## src/rtl/data_mem_store_buffer.sv

```systemverilog
// Posted-write store buffer between the core load/store path and DataMem.
// Stores queue in a DEPTH-entry FIFO and retire to DataMem on idle memory cycles.
// Loads go straight to DataMem unless a pending store to the same word exists.
// Optional feature: define STORE_BUF_COALESCE_EN to merge stores to a word already pending.
module data_mem_store_buffer #(
  parameter int DEPTH = 4,
  parameter int AW    = 32,
  parameter int DW    = 32
) (
  input  logic          i_clk,
  input  logic          i_rst_n,
  input  logic          i_cpu_read,
  input  logic          i_cpu_write,
  input  logic [AW-1:0] i_cpu_address,
  input  logic [DW-1:0] i_cpu_write_data,
  output logic [DW-1:0] o_cpu_read_data,
  output logic          o_stall,
  output logic          o_mem_read,
  output logic          o_mem_write,
  output logic [AW-1:0] o_mem_address,
  output logic [DW-1:0] o_mem_write_data,
  input  logic [DW-1:0] i_mem_read_data,
  output logic          o_empty
);

  localparam int PW = $clog2(DEPTH);
  localparam logic [PW:0] FULL_CNT = (PW+1)'(DEPTH);

  logic [AW-3:0] r_addr [DEPTH];
  logic [DW-1:0] r_data [DEPTH];
  logic [PW-1:0] r_head;
  logic [PW-1:0] r_tail;
  logic [PW:0]   r_count;

  logic [AW-3:0] w_cpu_word;
  logic [DEPTH-1:0] w_match;
  logic          w_hit;
  logic [PW-1:0] w_hit_idx;
  logic [DW-1:0] w_hit_data;
  logic          w_full;
  logic          w_store;
  logic          w_coal;
  logic          w_stall;
  logic          w_enq;
  logic          w_drain;

  assign w_cpu_word = i_cpu_address[AW-1:2];
  assign w_full     = (r_count == FULL_CNT);

  // Per physical slot: valid when its age (distance from head) is below count, then address compare
  generate
    for (genvar gi = 0; gi < DEPTH; gi++) begin : g_slot
      logic [PW-1:0] w_age;
      assign w_age = PW'(gi) - r_head;
      assign w_match[gi] = ({1'b0, w_age} < r_count) && (r_addr[gi] == w_cpu_word);
    end
  endgenerate

  // Walk slots oldest to youngest so the youngest matching entry wins
  always_comb begin
    w_hit      = 1'b0;
    w_hit_idx  = '0;
    w_hit_data = '0;
    for (int i = 0; i < DEPTH; i++) begin
      if (w_match[r_head + PW'(i)]) begin
        w_hit      = 1'b1;
        w_hit_idx  = r_head + PW'(i);
        w_hit_data = r_data[r_head + PW'(i)];
      end
    end
  end

`ifdef STORE_BUF_COALESCE_EN
  assign w_coal = i_cpu_write && w_hit;
`else
  assign w_coal = 1'b0;
`endif

  // Cycle classification: a full store stalls and lets the head drain so the retry can succeed
  assign w_store = i_cpu_write && !i_cpu_read;
  assign w_stall = w_store && w_full && !w_coal;
  assign w_enq   = w_store && !w_full && !w_coal;
  assign w_drain = !i_cpu_read && (r_count != '0) && (!i_cpu_write || w_stall);

  assign o_stall          = w_stall;
  assign o_empty          = (r_count == '0);
  assign o_mem_read       = i_cpu_read;
  assign o_mem_write      = w_drain;
  assign o_mem_address    = i_cpu_read ? i_cpu_address :
                            (w_drain ? {r_addr[r_head], 2'b00} : '0);
  assign o_mem_write_data = w_drain ? r_data[r_head] : '0;
  assign o_cpu_read_data  = i_cpu_read ? (w_hit ? w_hit_data : i_mem_read_data) : '0;

  // Pointer and occupancy bookkeeping; enqueue and drain are mutually exclusive
  always_ff @(posedge i_clk or negedge i_rst_n) begin
    if (!i_rst_n) begin
      r_head  <= '0;
      r_tail  <= '0;
      r_count <= '0;
    end else if (w_enq) begin
      r_tail  <= r_tail + 1'b1;
      r_count <= r_count + 1'b1;
    end else if (w_drain) begin
      r_head  <= r_head + 1'b1;
      r_count <= r_count - 1'b1;
    end
  end

  // Entry storage: contents are meaningless outside the valid window, so no reset
  always_ff @(posedge i_clk) begin
    if (w_enq) begin
      r_addr[r_tail] <= w_cpu_word;
      r_data[r_tail] <= i_cpu_write_data;
    end else if (w_coal) begin
      r_data[w_hit_idx] <= i_cpu_write_data;
    end
  end

endmodule
```

## config.mk

```make
export PLATFORM = sky130hd
export DESIGN_NAME = data_mem_store_buffer
export DESIGN_NICKNAME = d
export VERILOG_FILES = /design/src/rtl/data_mem_store_buffer.sv
export SDC_FILE = /design/constraint.sdc
export NUM_CORES = 1
export LEC_CHECK = 0
export BUFFER_PORTS_ARGS = -buffer_cell sky130_fd_sc_hd__clkbuf_2
export CAP_MARGIN = 20
export CORE_MARGIN = 2
export CORE_UTILIZATION = 35
export DETAILED_ROUTE_END_ITERATION = 8
export PLACE_DENSITY = 0.55
export SKIP_LAST_GASP = 1
export SLEW_MARGIN = 20
export SYNTH_ARGS = -nofsm -noshare
export SYNTH_HDL_FRONTEND = slang
export SYNTH_SLANG_ARGS = --single-unit
```

## constraint.sdc

```tcl
create_clock -name i_clk -period 6.9 [get_ports i_clk]
set_input_delay 1.725 -clock i_clk [delete_from_list [all_inputs] [get_ports i_clk]]
set_output_delay 1.725 -clock i_clk [all_outputs]
set_load 0.03 [all_outputs]
```

==> metrics.md, run 1 <==
| Metric | Value |
|---|---|
| Status | `finished clean` |
| Pre-CTS WS | `a little under 0.3 ns` |
| PortBufs | `slightly below 200` |
| Max Clock Skew | `0.0232 ns` |
| Clock Path Buffers | `3` |
| Data required time of the worst path | `5.18 ns` |
| Worst hold path type | `register to register` |
| Post-CTS setup buffer count | `0` |
| FF-to-FF End | `r_data[1][11]$_DFFE_PP_` |
| Dominant cell type by area after synthesis | `edfxtp_1` |
| DRC viols | `0` |
| F_max | `roughly 150 MHz` |
| Util after Layout | `0.410` |
| CP max stage cell | `nor4_1` |
| Remaining antenna violation count | `0` |
| Tot Pwr | `approximately 6.2 mW` |
| Maximum Capacitance Violations | `0` |
| FF+latch area | `between 7000 and 8000 um^2` |
| Root buf cell | `clkbuf_16` |
| WHS Path Cells | `1` |
| CP Data Arrival Time | `~5 ns` |
| EDFF count, synth | `between 200 and 250` |
| Pleak | `6.03 nW` |
| Final worst slack | `approximately 0.22 ns` |
| Initial antenna violation count | `6` |
| Initial Utilization | `0.352` |
| Unrepaired setup endpoints after global routing | `no` |
| PwrDens | `354 nW/um^2` |
| Max_slew headroom | `0.330` |
| Initial DRT Pass Iterations | `5` |
| Syn Area/Cell | `14.9 um^2` |
| Hold slack | `a little over 0.6 ns` |
| Clk_lat worst skew | `roughly 0.56 ns` |
| Layout cell share with drive strength beyond 1 | `0.380` |
| Die X | `approximately 210 um` |
| Mapped Nets | `about 1,100` |
| Crit-path cells | `clkbuf_2 > xor2_1 > nor4_1 > nand4_1 > or3_1 > mux4_2 > buf_4 > o21ai_0 > a31oi_1 > a31o_2 > clkbuf_2` |
| RR Startpoint | `r_count[0]$_DFFE_PN0P_` |
| Setup crit end kind | `primary output` |
| Crit path top cell by count | `clkbuf_2` |
| Largest net degree at the start of global routing | `about 140` |
| Fraction of registers with async set/reset | `0.0275` |
| Mapped Cells | `1,009` |
| CP Launch Type | `input port` |
| Core outline area | `roughly 43,000 um^2` |
| Via/cell ratio | `5.61` |
| Total gr overflow | `0` |
| Final Cycle Share | `0.969` |
| Std cell rows | `between 70 and 80` |
| Synth top area share | `0.494` |
| Critical Path Max Stage Delay | `between 0.5 and 0.6 ns` |
| IO Pins | `200` |
| Worst hold path endpoint | `r_count[1]$_DFFE_PN0P_` |
| Fin Setup TNS | `0 ns` |
| Hpwl dp | `27,100 um` |
| Worst Max-Slew Pin Slew | `~1.0 ns` |
| Vias | `approximately 10,000` |
| Max Slew Vio Count | `0` |
| Gr usage total | `0.179` |
| Multi-input gate area | `about 7000 um^2` |
| Post-Route WL | `between 40,000 and 50,000 um` |
| Post_cts resized | `0` |
| H-tree levels | `1` |
| CTS Buf Count | `28` |
| Setup-failing EPs final | `0` |
| Synth-to-Final Area Change | `16.2%` |
| Fin. Hold Viols | `0` |
| Reg-to-reg setup timing slack | `4.13 ns` |
| GPL Wtd Cong | `just over 0.8` |
| Tmin final | `between 6 and 7 ns` |
| Hold buffer count at cts | `0` |
| Largest cells by area after synthesis | `edfxtp_1, mux4_2, xor2_1` |
| Clock sinks | `255` |
| YS warnings | `0` |
| Initial DRC count | `~740` |
| Yosys reg bits | `roughly 260` |
| Worst Min Path Start | `r_count[1]$_DFFE_PN0P_` |
| Sequential area share after synthesis | `0.505` |
| Crit path kind | `input port to primary output` |
| Mapped Area | `15,100 um^2` |
| Max IR drop VDD | `roughly 300 uV` |
| Clk pin slew, worst setup/hold paths | `approximately 0.060 ns` |
| CTS tree | `done` |
| Crit-path max FO | `35` |
| DIE AREA | `44,800 um^2` |
| First-pass GRT wire length | `between 50,000 and 60,000 um` |
| Synth Flop Type | `edfxtp_1` |
| Routed WL per cell | `around 24 um` |
| Vias in the first global route | `just under 10,000` |
| Fillers | `between 4,000 and 5,000` |
| Path depth of the worst reg2reg path | `4` |
| Synth cell types | `between 50 and 60` |
| Die height | `between 200 and 250 um` |
| # nets final | `approximately 1,300` |
-- per-layer routing --
layer	wire [um]	track usage	vias to the layer above
li1	-	-	4395
met5	55	0	-
met3	2520	0.0340	63
met1	17600	0.239	4940
met2	19800	0.299	314
met4	881	0.0493	8
-- layout by cell type, fill, tap and decap left out, types with 8 or more instances in the layout --
cell,instances
edfxtp_1,248
clkbuf_2,199
mux4_2,137
xor2_1,108
nor2_1,52
mux2i_1,43
a22o_1,32
and2_1,31
o221ai_1,29
clkbuf_16,29
nor4_1,28
o21ai_0,23
a211oi_2,20
buf_4,19
xnor2_1,18
nand2_1,17
a21oi_1,15
mux2_2,12
inv_1,9
nand4_1,9
ha_1,8
-- state kept, by name (all words and copies together), names as in the netlist --
signal   cells
r_addr     120
r_count      3
r_data     128
r_tail       2
r_head       2
-- cell families after synthesis --
| kind of cell | Yosys count | synth area share |
|---|---|---|
| flip-flops | 255 | 0.505 |
| multiplexers | 192 | 0.242 |
| AND/OR/NAND/NOR | 161 | 0.0551 |
| AO/OA/AOI/OAI | 156 | 0.0855 |
| XOR/XNOR | 126 | 0.0732 |
| buffers and inverters | 110 | 0.0309 |
| adder cells (fa/ha/maj) | 9 | 0.00796 |
-- synth_stat cells, types with 4 or more instances --
cell	number
edfxtp_1	248
mux4_2	137
xor2_1	108
clkbuf_1	66
nor2_1	52
mux2i_1	43
and2_1	35
a22o_1	32
o221ai_1	29
nor4_1	28
o21ai_0	23
a211oi_2	20
buf_1	18
nand2_1	18
xnor2_1	18
a21oi_1	15
mux2_2	12
buf_2	9
inv_1	9
nand4_1	9
ha_1	8
dfrtp_1	7
a211oi_1	6
a2111oi_0	5
a221oi_1	4
nor3_1	4
-- report_power, final --
part | internal [mW] | switching (mW) | leakage (nW)
Sequential | 1.90 | 0.142 | 2.33
Combinational | 1.22 | 1.49 | 3.26
Clock | 0.858 | 0.600 | 0.440
-- how the worst max path moves through the flow --
| stage | from | endpoint | slack [ns] | cells past startpoint |
|---|---|---|---|---|
| floorplan | i_cpu_address[28] | o_cpu_read_data[0] | 0.47 | 10 |
| global placement | i_cpu_address[11] | o_cpu_read_data[21] | 0.35 | 11 |
| detailed placement | i_cpu_address[11] | o_cpu_read_data[21] | 0.29 | 11 |
| CTS | i_cpu_address[11] | o_cpu_read_data[21] | 0.29 | 11 |
| global route | i_cpu_address[26] | o_cpu_read_data[21] | 0.16 | 11 |
| finish | i_cpu_address[11] | o_cpu_read_data[21] | 0.22 | 11 |
-- worst max-delay path: cells and delay by family --
family | cells | cell delay (ns)
compound gates | 3 | 0.58
xor+xnor | 1 | 0.19
buf+inv | 3 | 0.64
mux | 1 | 0.52
simple gates | 3 | 1.27
-- area by class of cell --
class                      instances  share of cell area
tap                              546              0.0390
antenna                            2            0.000286
sequential                       255               0.435
multi-input combinational        644               0.400
clock inverter                    12             0.00607
inverter                          12             0.00257
timing repair buffer             224              0.0718
clock buffer                      38              0.0445
-- per-stage QoR --
| stage | cell area [um^2] | std cells |
|---|---|---|
| 3_5_place_dp | 16600 | 1681 |
| 2_1_floorplan | 15100 | 1009 |
| 4_1_cts | 17500 | 1731 |
| 3_3_place_gp | 16600 | 1681 |
| 5_1_grt | 17500 | 1733 |
| 6_report | 17500 | 1733 |
(Power assumes the default switching activity.)
==> run 2, diff against run 1 <==
--- a/config.mk
+++ b/config.mk
@@ -5,12 +5,12 @@
 export SDC_FILE = /design/constraint.sdc
 export NUM_CORES = 1
 export LEC_CHECK = 0
-export BUFFER_PORTS_ARGS = -buffer_cell sky130_fd_sc_hd__clkbuf_2
 export CAP_MARGIN = 20
 export CORE_MARGIN = 2
 export CORE_UTILIZATION = 35
 export DETAILED_ROUTE_END_ITERATION = 8
-export PLACE_DENSITY = 0.55
+export DONT_BUFFER_PORTS = 1
+export PLACE_DENSITY = 0.53
 export SKIP_LAST_GASP = 1
 export SLEW_MARGIN = 20
 export SYNTH_ARGS = -nofsm -noshare
==> constraint.sdc (replaced) <==
create_clock -name i_clk -period 6 [get_ports i_clk]
set_input_delay 1.5 -clock i_clk [delete_from_list [all_inputs] [get_ports i_clk]]
set_output_delay 1.5 -clock i_clk [all_outputs]
set_load 0.03 [all_outputs]
==> metrics.md, run 2 (synthesis gave the netlist of run 1 again) <==
| Metric | Value |
|---|---|
| Die X | `around 210 um` |
| Critical Path Max Stage Delay | `~0.56 ns` |
| First-pass GRT wire length | `between 60,000 and 70,000 um` |
| Biggest regs | `r_data x128, r_addr x120, r_count x3` |
| CTS tree | `done` |
| Remaining antenna violation count | `0` |
| Initial antenna violation count | `2` |
| PwrDens | `417 nW/um^2` |
| Fillers | `approximately 4,000` |
| Status | `finished clean` |
| Die height | `212 um` |
| Clock Path Buffers | `3` |
| Post-Route WL | `40,900 um` |
| Data required time of the worst path | `between 4 and 5 ns` |
| Multi-input gate area | `approximately 7000 um^2` |
| Max Clock Skew | `0.0135 ns` |
| IO Pins | `200` |
| Routed WL per cell | `25.8 um` |
| Max IR drop VDD | `214 uV` |
| Maximum Capacitance Violations | `0` |
| Initial DRC count | `787` |
| CTS Buf Count | `30` |
| Clock sinks | `approximately 260` |
| Reg-to-reg setup timing slack | `roughly 3.2 ns` |
| Core outline area | `between 40,000 and 50,000 um^2` |
| CP max stage cell | `dfrtp_4` |
| Std cell rows | `76` |
| Root buf cell | `clkbuf_16` |
| Fin. Hold Viols | `0` |
| Final Cycle Share | `0.966` |
| Max reg flops | `about 130` |
| Initial Utilization | `0.352` |
| PortBufs | `0` |
| Commonest cells after routing, fill and taps aside | `edfxtp_1, mux4_2, xor2_1, buf_4, nor2_1` |
| Path depth of the worst reg2reg path | `4` |
| Tmin final | `approximately 5.8 ns` |
| FF-to-FF End | `r_data[0][24]$_DFFE_PP_` |
| Vias | `slightly above 9,000` |
| Hpwl dp | `around 27,000 um` |
| Worst Max-Slew Pin Slew | `slightly above 1 ns` |
| Worst hold path type | `input port to asynchronous set/reset pin` |
| Worst setup path end | `o_cpu_read_data[22]` |
| Biggest register | `r_data` |
| Crit-path cells | `clkinv_2 > nor2_2 > nor2_2 > inv_1 > ha_1 > a2111o_1 > or4_4 > or2_1 > mux4_2 > o21ai_4 > buf_12 > buf_12 > nor2_1 > a211oi_2 > buf_4` |
| Tot Pwr | `7.07 mW` |
| Worst Setup SP | `r_head[0]$_DFFE_PN0P_` |
| F_max | `between 150 and 200 MHz` |
| DIE AREA | `between 40,000 and 50,000 um^2` |
| Max_slew headroom | `0.306` |
| Initial DRT Pass Iterations | `5` |
| Largest net degree at the start of global routing | `around 170` |
| # nets final | `roughly 1,100` |
| Vias in the first global route | `a little over 9,000` |
| Layout cell share with drive strength beyond 1 | `0.290` |
| Max Slew Vio Count | `0` |
| Unrepaired setup endpoints after global routing | `no` |
| H-tree levels | `1` |
| CP Data Arrival Time | `roughly 4.3 ns` |
| Total gr overflow | `0` |
| Fin Setup TNS | `0 ns` |
| Via/cell ratio | `5.86` |
| RR Startpoint | `r_count[0]$_DFFE_PN0P_` |
| CP Launch Type | `register` |
| GPL Wtd Cong | `0.783` |
| Clk_lat worst skew | `roughly 0.56 ns` |
| Gr usage total | `0.182` |
| Pleak | `5.43 nW` |
| Setup-failing EPs final | `0` |
| Crit path kind | `register to primary output` |
| Setup crit end kind | `primary output` |
| Crit-path max FO | `13` |
| Clk pin slew, worst setup/hold paths | `0.06 ns` |
| Synth-to-Final Area Change | `12.4%` |
| Commonest non-fill, non-tap cell in the layout | `edfxtp_1` |
| FF+latch area | `between 7000 and 8000 um^2` |
| DRC viols | `0` |
run 2: cell count changes in the layout (fill, tap and decap cells not counted):
| cell | before | now |
|---|---|---|
| nor2_1 | 52 | 50 |
| buf_6 | 0 | 2 |
| clkinv_4 | 0 | 1 |
| clkbuf_8 | 2 | 0 |
| clkinvlp_4 | 0 | 2 |
| clkbuf_16 | 29 | 31 |
| clkinv_1 | 4 | 6 |
| buf_4 | 19 | 58 |
| buf_12 | 6 | 8 |
| nor2_2 | 0 | 2 |
| clkbuf_2 | 199 | 0 |
| inv_6 | 0 | 1 |
run 2: layout make-up:
type / count / share of cell area
inverter: 12 / 0.00273
multi-input combinational: 644 / 0.414
clock buffer: 38 / 0.0473
tap: 546 / 0.0403
clock inverter: 18 / 0.00856
timing repair buffer: 68 / 0.0365
antenna: 2 / 0.000295
sequential: 255 / 0.450
run 2: worst min path at each step:
stage	slack, ns	end	from	cells after the start
after floorplan	0.54	r_count[0]$_DFFE_PN0P_	r_count[0]$_DFFE_PN0P_	1
after global placement	0.60	r_count[1]$_DFFE_PN0P_	r_count[1]$_DFFE_PN0P_	1
after detailed placement	0.61	r_count[1]$_DFFE_PN0P_	r_count[1]$_DFFE_PN0P_	1
after CTS	0.60	r_head[0]$_DFFE_PN0P_	i_rst_n	0
after global routing	0.60	r_head[0]$_DFFE_PN0P_	i_rst_n	0
final	0.63	r_head[0]$_DFFE_PN0P_	i_rst_n	0
run 2: report_power, final:
group          switching [mW]  internal (mW)
Combinational            1.67           1.32
Sequential              0.141           2.19
Clock                   0.726           1.03
run 2: layer usage:
layer	vias to the layer above	wire [um]	track usage
met2	319	19500	0.294
met3	57	2900	0.0430
li1	4093	-	-
met1	4798	17500	0.246
met5	-	13	0
met4	2	1000	0.0515
run 2: critical path: cells and delay by family, from the launching register on:
kind	cells	cell delay, ns
compound gates	3	0.76
fa+ha+maj	1	0.18
buf+inv	5	0.69
flops	1	0.56
mux	1	0.53
simple gates	5	1.00
run 2: stage by stage:
step	cells	utilization	hold slack, ns	worst slack [ns]	cell area, um^2
after floorplan	1009	-	0.545	0.0225	15100
after global placement	1515	0.372	0.601	0.196	15900
after detailed placement	1515	0.372	0.611	0.158	15900
after CTS	1576	0.395	0.602	0.0644	16900
after global routing	1581	0.396	0.604	0.00934	16900
final	1583	0.396	0.629	0.204	17000
run 2: what timing repair did:
| action | 4_1_cts | 5_1_grt |
|---|---|---|
| resized for setup | 1 | 3 |
| endpoints found under the setup margin | 32 | 26 |
| hold buffers | 0 | 0 |
| buffers inserted | 5 | 5 |
